[src/rtl/wb_csr_pkg.sv]
// Shared types and constants for the Wishbone CSR bank: FSM encoding, CSR word map,
// and the byte-select expansion helper.
package wb_csr_pkg;

  typedef enum logic [1:0] {
    StIdle,
    StMemReq,
    StMemCap,
    StAck
  } state_e;

  localparam logic [9:0] RO_BASE_W = 10'h010;
  localparam logic [9:0] STATUS_W  = 10'h020;
  localparam logic [9:0] IRQ_EN_W  = 10'h021;

  function automatic logic [31:0] sel_to_mask(input logic [3:0] sel);
    logic [31:0] mask;
    for (int i = 0; i < 4; i++) begin
      mask[8*i +: 8] = {8{sel[i]}};
    end
    return mask;
  endfunction

endpackage

[src/rtl/wb_csr_bank_if.sv]
// Wishbone B4 classic request/response bundle between the bus master and the CSR bank.
interface wb_csr_bank_if;

  logic        wbs_stb_i;
  logic        wbs_cyc_i;
  logic        wbs_we_i;
  logic [3:0]  wbs_sel_i;
  logic [31:0] wbs_adr_i;
  logic [31:0] wbs_dat_i;
  logic        wbs_ack_o;
  logic [31:0] wbs_dat_o;

  modport master (
    output wbs_stb_i, wbs_cyc_i, wbs_we_i, wbs_sel_i, wbs_adr_i, wbs_dat_i,
    input  wbs_ack_o, wbs_dat_o
  );

  modport slave (
    input  wbs_stb_i, wbs_cyc_i, wbs_we_i, wbs_sel_i, wbs_adr_i, wbs_dat_i,
    output wbs_ack_o, wbs_dat_o
  );

endinterface

[src/rtl/wb_csr_status.sv]
// Sticky event STATUS register with W1C clear, IRQ enable register and registered irq.
module wb_csr_status
  import wb_csr_pkg::*;
#(
  parameter int unsigned NUM_STAT = 8
) (
  input  logic                wb_clk_i,
  input  logic                wb_rst_i,
  input  logic [NUM_STAT-1:0] i_evt,
  input  logic [NUM_STAT-1:0] i_clr,
  input  logic                i_en_we,
  input  logic [NUM_STAT-1:0] i_en_wdata,
  input  logic [NUM_STAT-1:0] i_en_mask,
  output logic [NUM_STAT-1:0] o_status,
  output logic [NUM_STAT-1:0] o_irq_en,
  output logic                o_irq
);

  logic [NUM_STAT-1:0] r_status;
  logic [NUM_STAT-1:0] r_irq_en;
  logic                r_irq;

  always_ff @(posedge wb_clk_i) begin
    if (wb_rst_i) begin
      r_status <= '0;
      r_irq_en <= '0;
      r_irq    <= 1'b0;
    end else begin
      // OR-ing the event after the clear lets a same-cycle event win.
      r_status <= (r_status & ~i_clr) | i_evt;
      if (i_en_we) begin
        r_irq_en <= (r_irq_en & ~i_en_mask) | (i_en_wdata & i_en_mask);
      end
      r_irq <= |(r_status & r_irq_en);
    end
  end

  assign o_status = r_status;
  assign o_irq_en = r_irq_en;
  assign o_irq    = r_irq;

endmodule

[src/rtl/wb_csr_bank.sv]
// Wishbone CSR bank: R/W control words, RO status words, sticky events with irq,
// and a wait-stated read window into a synchronous RX packet memory.
module wb_csr_bank
  import wb_csr_pkg::*;
#(
  parameter logic [31:0]          BASE_ADDR   = 32'h3000_0000,
  parameter int unsigned          NUM_RW      = 8,
  parameter logic [NUM_RW*32-1:0] RW_INIT     = '0,
  parameter int unsigned          NUM_RO      = 4,
  parameter int unsigned          NUM_STAT    = 8,
  parameter logic [31:0]          RX_MEM_BASE = 32'h4000_0000,
  parameter int unsigned          RX_MEM_AW   = 12,
  parameter int unsigned          RX_MEM_DW   = 8
) (
  input  logic                 wb_clk_i,
  input  logic                 wb_rst_i,
  wb_csr_bank_if.slave         wbs,
  output logic [NUM_RW*32-1:0] rw_o,
  input  logic [NUM_RO*32-1:0] ro_i,
  input  logic [NUM_STAT-1:0]  stat_evt_i,
  output logic                 irq_o,
  output logic                 rx_mem_re_o,
  output logic [RX_MEM_AW-1:0] rx_mem_addr_o,
  input  logic [RX_MEM_DW-1:0] rx_mem_rdata_i
);

  state_e               r_state, w_state_nxt;
  logic [31:0]          r_rw [NUM_RW];
  logic [31:0]          r_dat;
  logic [RX_MEM_AW-1:0] r_rx_addr;

  logic [9:0]           w_idx;
  logic [31:0]          w_mask;
  logic [31:0]          w_csr_rdata;
  logic                 w_req, w_csr_hit, w_rx_hit, w_csr_wr, w_csr_rd, w_rx_rd;
  logic [NUM_STAT-1:0]  w_status, w_irq_en, w_clr;
  logic                 w_en_we;

  assign w_idx     = wbs.wbs_adr_i[11:2];
  assign w_mask    = sel_to_mask(wbs.wbs_sel_i);
  assign w_csr_hit = (wbs.wbs_adr_i[31:12] == BASE_ADDR[31:12]);
  assign w_rx_hit  = !w_csr_hit &&
                     (wbs.wbs_adr_i[31:RX_MEM_AW] == RX_MEM_BASE[31:RX_MEM_AW]);
  assign w_req     = (r_state == StIdle) && wbs.wbs_stb_i && wbs.wbs_cyc_i;
  // Out-of-window accesses follow the CSR path and behave as unmapped words.
  assign w_csr_wr  = w_req && w_csr_hit && wbs.wbs_we_i;
  assign w_csr_rd  = w_req && !w_rx_hit && !wbs.wbs_we_i;
  assign w_rx_rd   = w_req && w_rx_hit && !wbs.wbs_we_i;

  always_comb begin
    w_state_nxt = r_state;
    unique case (r_state)
      StIdle:   if (w_req) w_state_nxt = w_rx_rd ? StMemReq : StAck;
      StMemReq: w_state_nxt = StMemCap;
      StMemCap: w_state_nxt = StAck;
      StAck:    w_state_nxt = StIdle;
      default:  w_state_nxt = StIdle;
    endcase
  end

  always_comb begin
    w_csr_rdata = '0;
    if (w_csr_hit) begin
      for (int k = 0; k < NUM_RW; k++) begin
        if (w_idx == 10'(k)) w_csr_rdata = r_rw[k];
      end
      for (int k = 0; k < NUM_RO; k++) begin
        if (w_idx == RO_BASE_W + 10'(k)) w_csr_rdata = ro_i[32*k +: 32];
      end
      if (w_idx == STATUS_W) w_csr_rdata = 32'(w_status);
      if (w_idx == IRQ_EN_W) w_csr_rdata = 32'(w_irq_en);
    end
  end

  always_ff @(posedge wb_clk_i) begin
    if (wb_rst_i) begin
      r_state   <= StIdle;
      r_dat     <= '0;
      r_rx_addr <= '0;
    end else begin
      r_state <= w_state_nxt;
      if (w_csr_rd) r_dat <= w_csr_rdata;
      if (w_rx_rd) r_rx_addr <= wbs.wbs_adr_i[RX_MEM_AW-1:0];
      if (r_state == StMemCap) r_dat <= 32'(rx_mem_rdata_i);
    end
  end

  always_ff @(posedge wb_clk_i) begin
    for (int k = 0; k < NUM_RW; k++) begin
      if (wb_rst_i) begin
        r_rw[k] <= RW_INIT[32*k +: 32];
      end else if (w_csr_wr && (w_idx == 10'(k))) begin
        r_rw[k] <= (r_rw[k] & ~w_mask) | (wbs.wbs_dat_i & w_mask);
      end
    end
  end

  for (genvar g = 0; g < NUM_RW; g++) begin : g_rw_out
    assign rw_o[32*g +: 32] = r_rw[g];
  end

  assign w_clr   = (w_csr_wr && (w_idx == STATUS_W)) ?
                   (wbs.wbs_dat_i[NUM_STAT-1:0] & w_mask[NUM_STAT-1:0]) : '0;
  assign w_en_we = w_csr_wr && (w_idx == IRQ_EN_W);

  wb_csr_status #(
    .NUM_STAT (NUM_STAT)
  ) u_status (
    .wb_clk_i   (wb_clk_i),
    .wb_rst_i   (wb_rst_i),
    .i_evt      (stat_evt_i),
    .i_clr      (w_clr),
    .i_en_we    (w_en_we),
    .i_en_wdata (wbs.wbs_dat_i[NUM_STAT-1:0]),
    .i_en_mask  (w_mask[NUM_STAT-1:0]),
    .o_status   (w_status),
    .o_irq_en   (w_irq_en),
    .o_irq      (irq_o)
  );

  assign wbs.wbs_ack_o = (r_state == StAck);
  assign wbs.wbs_dat_o = r_dat;
  assign rx_mem_re_o   = (r_state == StMemReq);
  assign rx_mem_addr_o = r_rx_addr;

endmodule
[src/flat_wrapper.sv]
// flat-port wrapper written by rule: the top's interface ports become plain ports
module wb_csr_bank_flat import wb_csr_pkg::*;
#(
  parameter logic [31:0]          BASE_ADDR   = 32'h3000_0000,
  parameter int unsigned          NUM_RW      = 8,
  parameter logic [NUM_RW*32-1:0] RW_INIT     = '0,
  parameter int unsigned          NUM_RO      = 4,
  parameter int unsigned          NUM_STAT    = 8,
  parameter logic [31:0]          RX_MEM_BASE = 32'h4000_0000,
  parameter int unsigned          RX_MEM_AW   = 12,
  parameter int unsigned          RX_MEM_DW   = 8
)
  (wb_clk_i, wb_rst_i, rw_o, ro_i, stat_evt_i, irq_o, rx_mem_re_o, rx_mem_addr_o, rx_mem_rdata_i, wbs_wbs_stb_i, wbs_wbs_cyc_i, wbs_wbs_we_i, wbs_wbs_sel_i, wbs_wbs_adr_i, wbs_wbs_dat_i, wbs_wbs_ack_o, wbs_wbs_dat_o);
  wb_csr_bank_if wbs_i ();
  input  logic wb_clk_i;
  input  logic wb_rst_i;
  output logic [NUM_RW*32-1:0] rw_o;
  input  logic [NUM_RO*32-1:0] ro_i;
  input  logic [NUM_STAT-1:0] stat_evt_i;
  output logic irq_o;
  output logic rx_mem_re_o;
  output logic [RX_MEM_AW-1:0] rx_mem_addr_o;
  input  logic [RX_MEM_DW-1:0] rx_mem_rdata_i;
  input wire logic [$bits(wbs_i.wbs_stb_i)-1:0] wbs_wbs_stb_i;
  input wire logic [$bits(wbs_i.wbs_cyc_i)-1:0] wbs_wbs_cyc_i;
  input wire logic [$bits(wbs_i.wbs_we_i)-1:0] wbs_wbs_we_i;
  input wire logic [$bits(wbs_i.wbs_sel_i)-1:0] wbs_wbs_sel_i;
  input wire logic [$bits(wbs_i.wbs_adr_i)-1:0] wbs_wbs_adr_i;
  input wire logic [$bits(wbs_i.wbs_dat_i)-1:0] wbs_wbs_dat_i;
  output wire logic [$bits(wbs_i.wbs_ack_o)-1:0] wbs_wbs_ack_o;
  output wire logic [$bits(wbs_i.wbs_dat_o)-1:0] wbs_wbs_dat_o;
  assign wbs_i.wbs_stb_i = wbs_wbs_stb_i;
  assign wbs_i.wbs_cyc_i = wbs_wbs_cyc_i;
  assign wbs_i.wbs_we_i = wbs_wbs_we_i;
  assign wbs_i.wbs_sel_i = wbs_wbs_sel_i;
  assign wbs_i.wbs_adr_i = wbs_wbs_adr_i;
  assign wbs_i.wbs_dat_i = wbs_wbs_dat_i;
  assign wbs_wbs_ack_o = wbs_i.wbs_ack_o;
  assign wbs_wbs_dat_o = wbs_i.wbs_dat_o;
  wb_csr_bank #(.BASE_ADDR(BASE_ADDR), .NUM_RW(NUM_RW), .RW_INIT(RW_INIT), .NUM_RO(NUM_RO), .NUM_STAT(NUM_STAT), .RX_MEM_BASE(RX_MEM_BASE), .RX_MEM_AW(RX_MEM_AW), .RX_MEM_DW(RX_MEM_DW)) u_core (.wb_clk_i(wb_clk_i), .wb_rst_i(wb_rst_i), .wbs(wbs_i), .rw_o(rw_o), .ro_i(ro_i), .stat_evt_i(stat_evt_i), .irq_o(irq_o), .rx_mem_re_o(rx_mem_re_o), .rx_mem_addr_o(rx_mem_addr_o), .rx_mem_rdata_i(rx_mem_rdata_i));
endmodule
[config.mk]
export PLATFORM = sky130hd
export DESIGN_NAME = wb_csr_bank_flat
export DESIGN_NICKNAME = d
export VERILOG_FILES = /design/src/rtl/wb_csr_pkg.sv /design/src/rtl/wb_csr_bank_if.sv /design/src/rtl/wb_csr_status.sv /design/src/rtl/wb_csr_bank.sv /design/src/flat_wrapper.sv
export SDC_FILE = /design/constraint.sdc
export NUM_CORES = 1
export LEC_CHECK = 0
export ABC_AREA = 1
export CORE_ASPECT_RATIO = 0.75
export CORE_MARGIN = 3
export CORE_UTILIZATION = 44
export CTS_BUF_LIST = sky130_fd_sc_hd__clkbuf_4
export CTS_CLUSTER_DIAMETER = 60
export DETAILED_ROUTE_END_ITERATION = 10
export GPL_TIMING_DRIVEN = 1
export PLACE_DENSITY_LB_ADDON = 0.12
export REMOVE_ABC_BUFFERS = 1
export SYNTH_ARGS = -nofsm -noshare
export SYNTH_HDL_FRONTEND = slang
export SYNTH_SLANG_ARGS = --single-unit
export TNS_END_PERCENT = 50
[constraint.sdc]
create_clock -name wb_clk_i -period 4.4 [get_ports wb_clk_i]
set_input_delay 0.66 -clock wb_clk_i [delete_from_list [all_inputs] [get_ports wb_clk_i]]
set_output_delay 0.66 -clock wb_clk_i [all_outputs]
set_load 0.01 [all_outputs]
# == After elaboration in Yosys (flattened, before gate mapping) ==
# Memory sizes are Yosys's and may differ from the RTL's.
# Index checks and enable logic that the tools add are counted.
# classes
n_eq_ne,19
bitwise,34
n_mux,55
reduce_logical,27
# op_table
operator,n
2-to-1 mux 32 bit,23
bitwise AND 32 bit,9
OR 32 bit,8
"equality test 10 x 3 -> 1 bit, second input constant",4
"equality test 10 x 5 -> 1 bit, second input constant",4
bitwise AND 8 bit,4
NOT 32 bit,1
2-to-1 mux 1 bit,26
2-to-1 mux 8 bit,3
"equality test 10 x 2 -> 1 bit, second input constant",2
"equality test 10 x 6 -> 1 bit, second input constant",2
"equality test 20 x 18 -> 1 bit, second input constant",1
"equality test 20 x 19 -> 1 bit, second input constant",1
logical AND 1 bit,19
NOT 8 bit,2
OR 8 bit,2
"equality test 10 x 1 -> 1 bit, second input constant",1
logical NOT 10 bit,1
OR 1 bit,8
one-hot mux 2 bit (4 select lines),1
OR reduction 8 bit,1
"equality test 2 bit, second input constant",2
2-to-1 mux 2 bit,2
logical NOT 1 bit,3
5 further kinds,5
# totals
in_bits,217
ramBits,256
register_bits,63
out_inout_bits,303
wordCells,143
n_memories,1
# memory_table
memory,depth,width,read_ports,rd_clocked_by_memory_dff,wr,line_no,rtl
u_core.r_rw,8,32,8,0,8,wb_csr_bank.sv:28,logic [31:0] r_rw [NUM_RW];

# == Longest topological paths before layout ==
# logic_depth
depth_word,18
mapped_depth,17
mapped_depth_nobuf,16

# == Cells and area by module ==
# Synthesis repeated with hierarchy kept, for this count alone.
# hier_totals
hier_cells,2026
hier_area_um2,17042.6
# modules_own_cells
module,area_each_um2,n_inst,cells_each,seq_area_each_um2
wb_csr_bank,16348.2,1,1934,8608.3
wb_csr_status,694.4,1,92,340.3

# == Least setup slack after synthesis ==
# No wires, ideal clock.
# synth_timing
path_kind,in2reg
startpoint,input port wbs_wbs_adr_i[13]
endpoint,memory u_core.r_rw[5][0] (netlist: u_core.r_rw[1][32]) (enable)
n_path_buf,0
arrival_time_ns,3.946
path_slack_ns,-0.016
setup_time_ns,0.470
t_required_ns,3.930
path_stages,5
cell_sequence,nor4_1 nand4_1 nor3_4 nand3_4 o31ai_1
# synth_rtl
element,line_no,rtl
start: declaration,flat_wrapper.sv:28,input wire logic [$bits(wbs_i.wbs_adr_i)-1:0] wbs_wbs_adr_i;
end: declaration,wb_csr_bank.sv:28,

# == Final worst setup path ==
# layout_timing
startpoint,input port wbs_wbs_adr_i[3]
endpoint,register u_core.r_dat[31] (netlist: u_core.wbs.wbs_dat_o[31])
# layout_via
elab_chain_len,16
elab_cells_between_ends,29
classes_between,eq/ne: 13; mux: 15; reduce/logical: 1
# layout_rtl
element,line_no,rtl
logical NOT 10 bit,wb_csr_bank.sv:65,if (w_idx == 10'(k)) w_csr_rdata = r_rw[k];
2-to-1 mux 32 bit (8 in series),wb_csr_bank.sv:65,
2-to-1 mux 32 bit (4 in series),wb_csr_bank.sv:68,if (w_idx == RO_BASE_W + 10'(k)) w_csr_rdata = ro_i[32*k +: 32];
2-to-1 mux 32 bit,wb_csr_bank.sv:70,if (w_idx == STATUS_W) w_csr_rdata = 32'(w_status);
2-to-1 mux 32 bit *,wb_csr_bank.sv:71,if (w_idx == IRQ_EN_W) w_csr_rdata = 32'(w_irq_en);
2-to-1 mux 32 bit *,wb_csr_bank.sv:63,if (w_csr_hit) begin
end signal: assignment,wb_csr_bank.sv:82,if (w_csr_rd) r_dat <= w_csr_rdata;
end signal: assignment,wb_csr_bank.sv:84,if (r_state == StMemCap) r_dat <= 32'(rx_mem_rdata_i);
end: declaration,wb_csr_bank.sv:29,logic [31:0] r_dat;
# Every way passes the cells marked *; elsewhere a longest branch is shown, timed or not.
# A chain may end at the register's enable or synchronous reset.

==> impl_metrics.tcl <==
set metrics [dict create \
    syn_to_final_growth_pct 39.98 \
    num_rows 61 \
    crit_type "input pin to register" \
    grt_pass1_wl_um 106800 \
    dp_hpwl_um 52830 \
    maxCapViolCount 0 \
    r2r_slack_ps 1710 \
    p_leak_nw 9.423 \
    antenna_found_initial 2 \
    cts_root_buffer "clkbuf_4" \
    instances_no_fill 3145 \
    drive_above_1_share_pct 9.814 \
    port_buffers 519 \
    met2_usage_pct 53.46 \
    cts_buffer_depth 3 \
    critPathMaxFanout 21 \
    ys_top_cells_by_area "edfxtp_1 46%, a21oi_1 11%, nand2_1 9.4%" \
    totalWireLength_um 73890 \
    grt_usage_pct 35.07 \
    fill_cells 3279 \
    finalPower_mw 7.128 \
    synthArstFlopShare_pct 0 \
    report.final.slew_viol_count 0 \
    cts_sinks 319 \
    fp.dieH_um 175.4 \
    critPathRequiredTime_ps 5010 \
    arrival_ps 3550 \
    dp_slack_ps 801.8 \
    tns_ps 0 \
    cts_resized 0 \
    viasPerCell 5.703 \
    synth_commonest_cells "421 x nand2_1, 388 x nor2_1, 363 x a21oi_1, 256 x edfxtp_1, 131 x inv_1" \
    synth_area_sq_um 16840 \
    synth_top_area_share_pct 45.65 \
    grt_overflow 0 \
    io_pins 520 \
    wl_per_cell_um 23.50 \
    cts_setup_buffers 0 \
    remaining_drc_errors 0 \
    cts_made_buffers 82 \
    first_iter_violations 2414 \
    dieArea_sq_um 40680 \
    yosysSeqAreaShare_pct 53.14 \
    met1_usage_pct 48.11 \
    finalSetupViolations 0 \
    clkLatencyLatePin_ps 810 \
    worstSetupEndpointType "register" \
    met3_usage_pct 8.625 \
    grt_max_degree 66 \
    synth_ff_type "edfxtp_1" \
    worst_pin_slew_ps 1251 \
    firstDrtPassIters 6 \
    postSynthCellCount 2047 \
    power.density_nw_per_um2 302.4 \
    rsz0062_at_grt "no" \
    start_util_pct 45.03 \
    avgSynthCellArea_sq_um 8.227 \
    worst_slack_ps 1457 \
    synth_edf_count 256 \
    hold-worst-slack_ps 402.8 \
    outcome "finished, final reports clean" \
    hold_path_class "input pin to register" \
    path_clk_slew_ps 70 \
    max_slew_margin_pct 16.45 \
    post-route-min-period_ps 2943 \
    synth.most_common_cell "nand2_1" \
    ir_drop_uv 163.2 \
    htreeDepth 3 \
    gp_congestion 0.9292 \
    cts.hold.buffers_added 0 \
    synth_top_area_cell "edfxtp_1" \
    yosysUniqueCellTypes 41 \
    fin_skew_ps 64.78 \
    grt_busiest_layer "met2" \
    critPathLaunchType "input pin" \
    place_inst 3003 \
    final_hold_viol_count 0 \
    fmaxAchievable_mhz 339.8 \
    die_w_um 231.9 \
    core_sq_um 37400 \
    grt_pass1_vias 17020 \
    ant_nets 0 \
    ys_ff_latch 319 \
    vias 17940 \
    finish.net_count 2805 \
    cts_tree "done" \
    ys.warnings.count 0 \
    post-route-period-util_pct 66.89 \
]
==> cells by family (layout without fill, tap and decap cells) <==
group	count (synthesis)	count (layout)	share of synthesized area, %
DFF	319	319	53.14
and+or+nand+nor	1030	1030	26.26
AOI/OAI and AO/OA	432	432	13.31
buffers and inverters	261	853	6.917
adders and majority gates	5	5	0.3715
other	0	2	0
==> per-layer routing <==
metal / share of wire [%] / wire length (um) / vias to the layer above
met1: 39 / 28550 / 8465
li1: - / - / 8017
met3: 13 / 9476 / 187
met4: 4.1 / 3063 / 0
met2: 44 / 32800 / 1266
met5: 0 / 0 / -
==> critical path, stage by stage <==
cell             delay [ps]
clkdlybuf4s50_1         600
nor2_1                  150
nand3_2                 150
inv_1                    60
nand2_2                 430
clkinv_1                630
a21oi_1                 300
nand3_1                 190
nand2_1                 180
nand2_1                  70
nand2_1                  60
a21oi_1                  50
==> path summary, 6_finish.rpt <==
check,from,endpoint,depth (start not counted)
max,wbs_wbs_adr_i[3],u_core.wbs.wbs_dat_o[31],12
min,stat_evt_i[2],u_core.u_status.o_status[2],3
max reg2reg,u_core.r_state[1],u_core.r_rw[0][95],9
min reg2reg,u_core.wbs.wbs_dat_o[21],u_core.wbs.wbs_dat_o[21],2
==> flip-flops by register name, indices dropped and copies added (netlist names), named ones only <==
register	count
u_core.wbs.wbs_dat_o	32
u_core.u_status.o_status	8
u_core.r_state	2
u_core.rx_mem_addr_o	12
u_core.u_status.o_irq	1
u_core.r_rw	256
==> where the power goes <==
group          leakage (nW)  switching, mW  internal, mW
logic                  5.64          0.532         0.463
clock network         0.625           1.32          1.35
registers              3.15          0.111          3.36
==> layout make-up <==
cell class	count	area, sq um	area share (%)
tap	504	630.6	2.675
multi-input combinational	1467	6813	28.90
sequential	319	8949	37.96
inverter	152	579.3	2.458
clock inverter	15	97.59	0.4140
antenna	2	5.005	0.02123
timing repair buffer	561	5560	23.59
clock buffer	125	938.4	3.981
==> stage by stage <==
stage | cell area (sq um) | util (%)
finish | 23570 | 63.03
global route | 23570 | 63.03
CTS | 23570 | 63.02
detailed placement | 22530 | 60.25
global placement | 22530 | 60.25
floorplan | 16250 | -
==> placed cells by master (no fill, tap or decap), types with 9 or more instances in the layout <==
cell type	synthesis	final
clkdlybuf4s50_1	0	519
nand2_1	421	419
nor2_1	388	388
a21oi_1	363	363
edfxtp_1	256	256
inv_1	131	130
clkbuf_4	0	125
nand3_1	117	117
dfxtp_1	63	63
nand4_1	38	38
buf_4	17	38
o21ai_0	34	28
inv_2	15	19
o22ai_1	15	15
nand3_2	10	10
clkinv_1	3	10
nor2_2	9	9
or2_2	9	9
No activity file was read; power rests on OpenSTA's default activity.
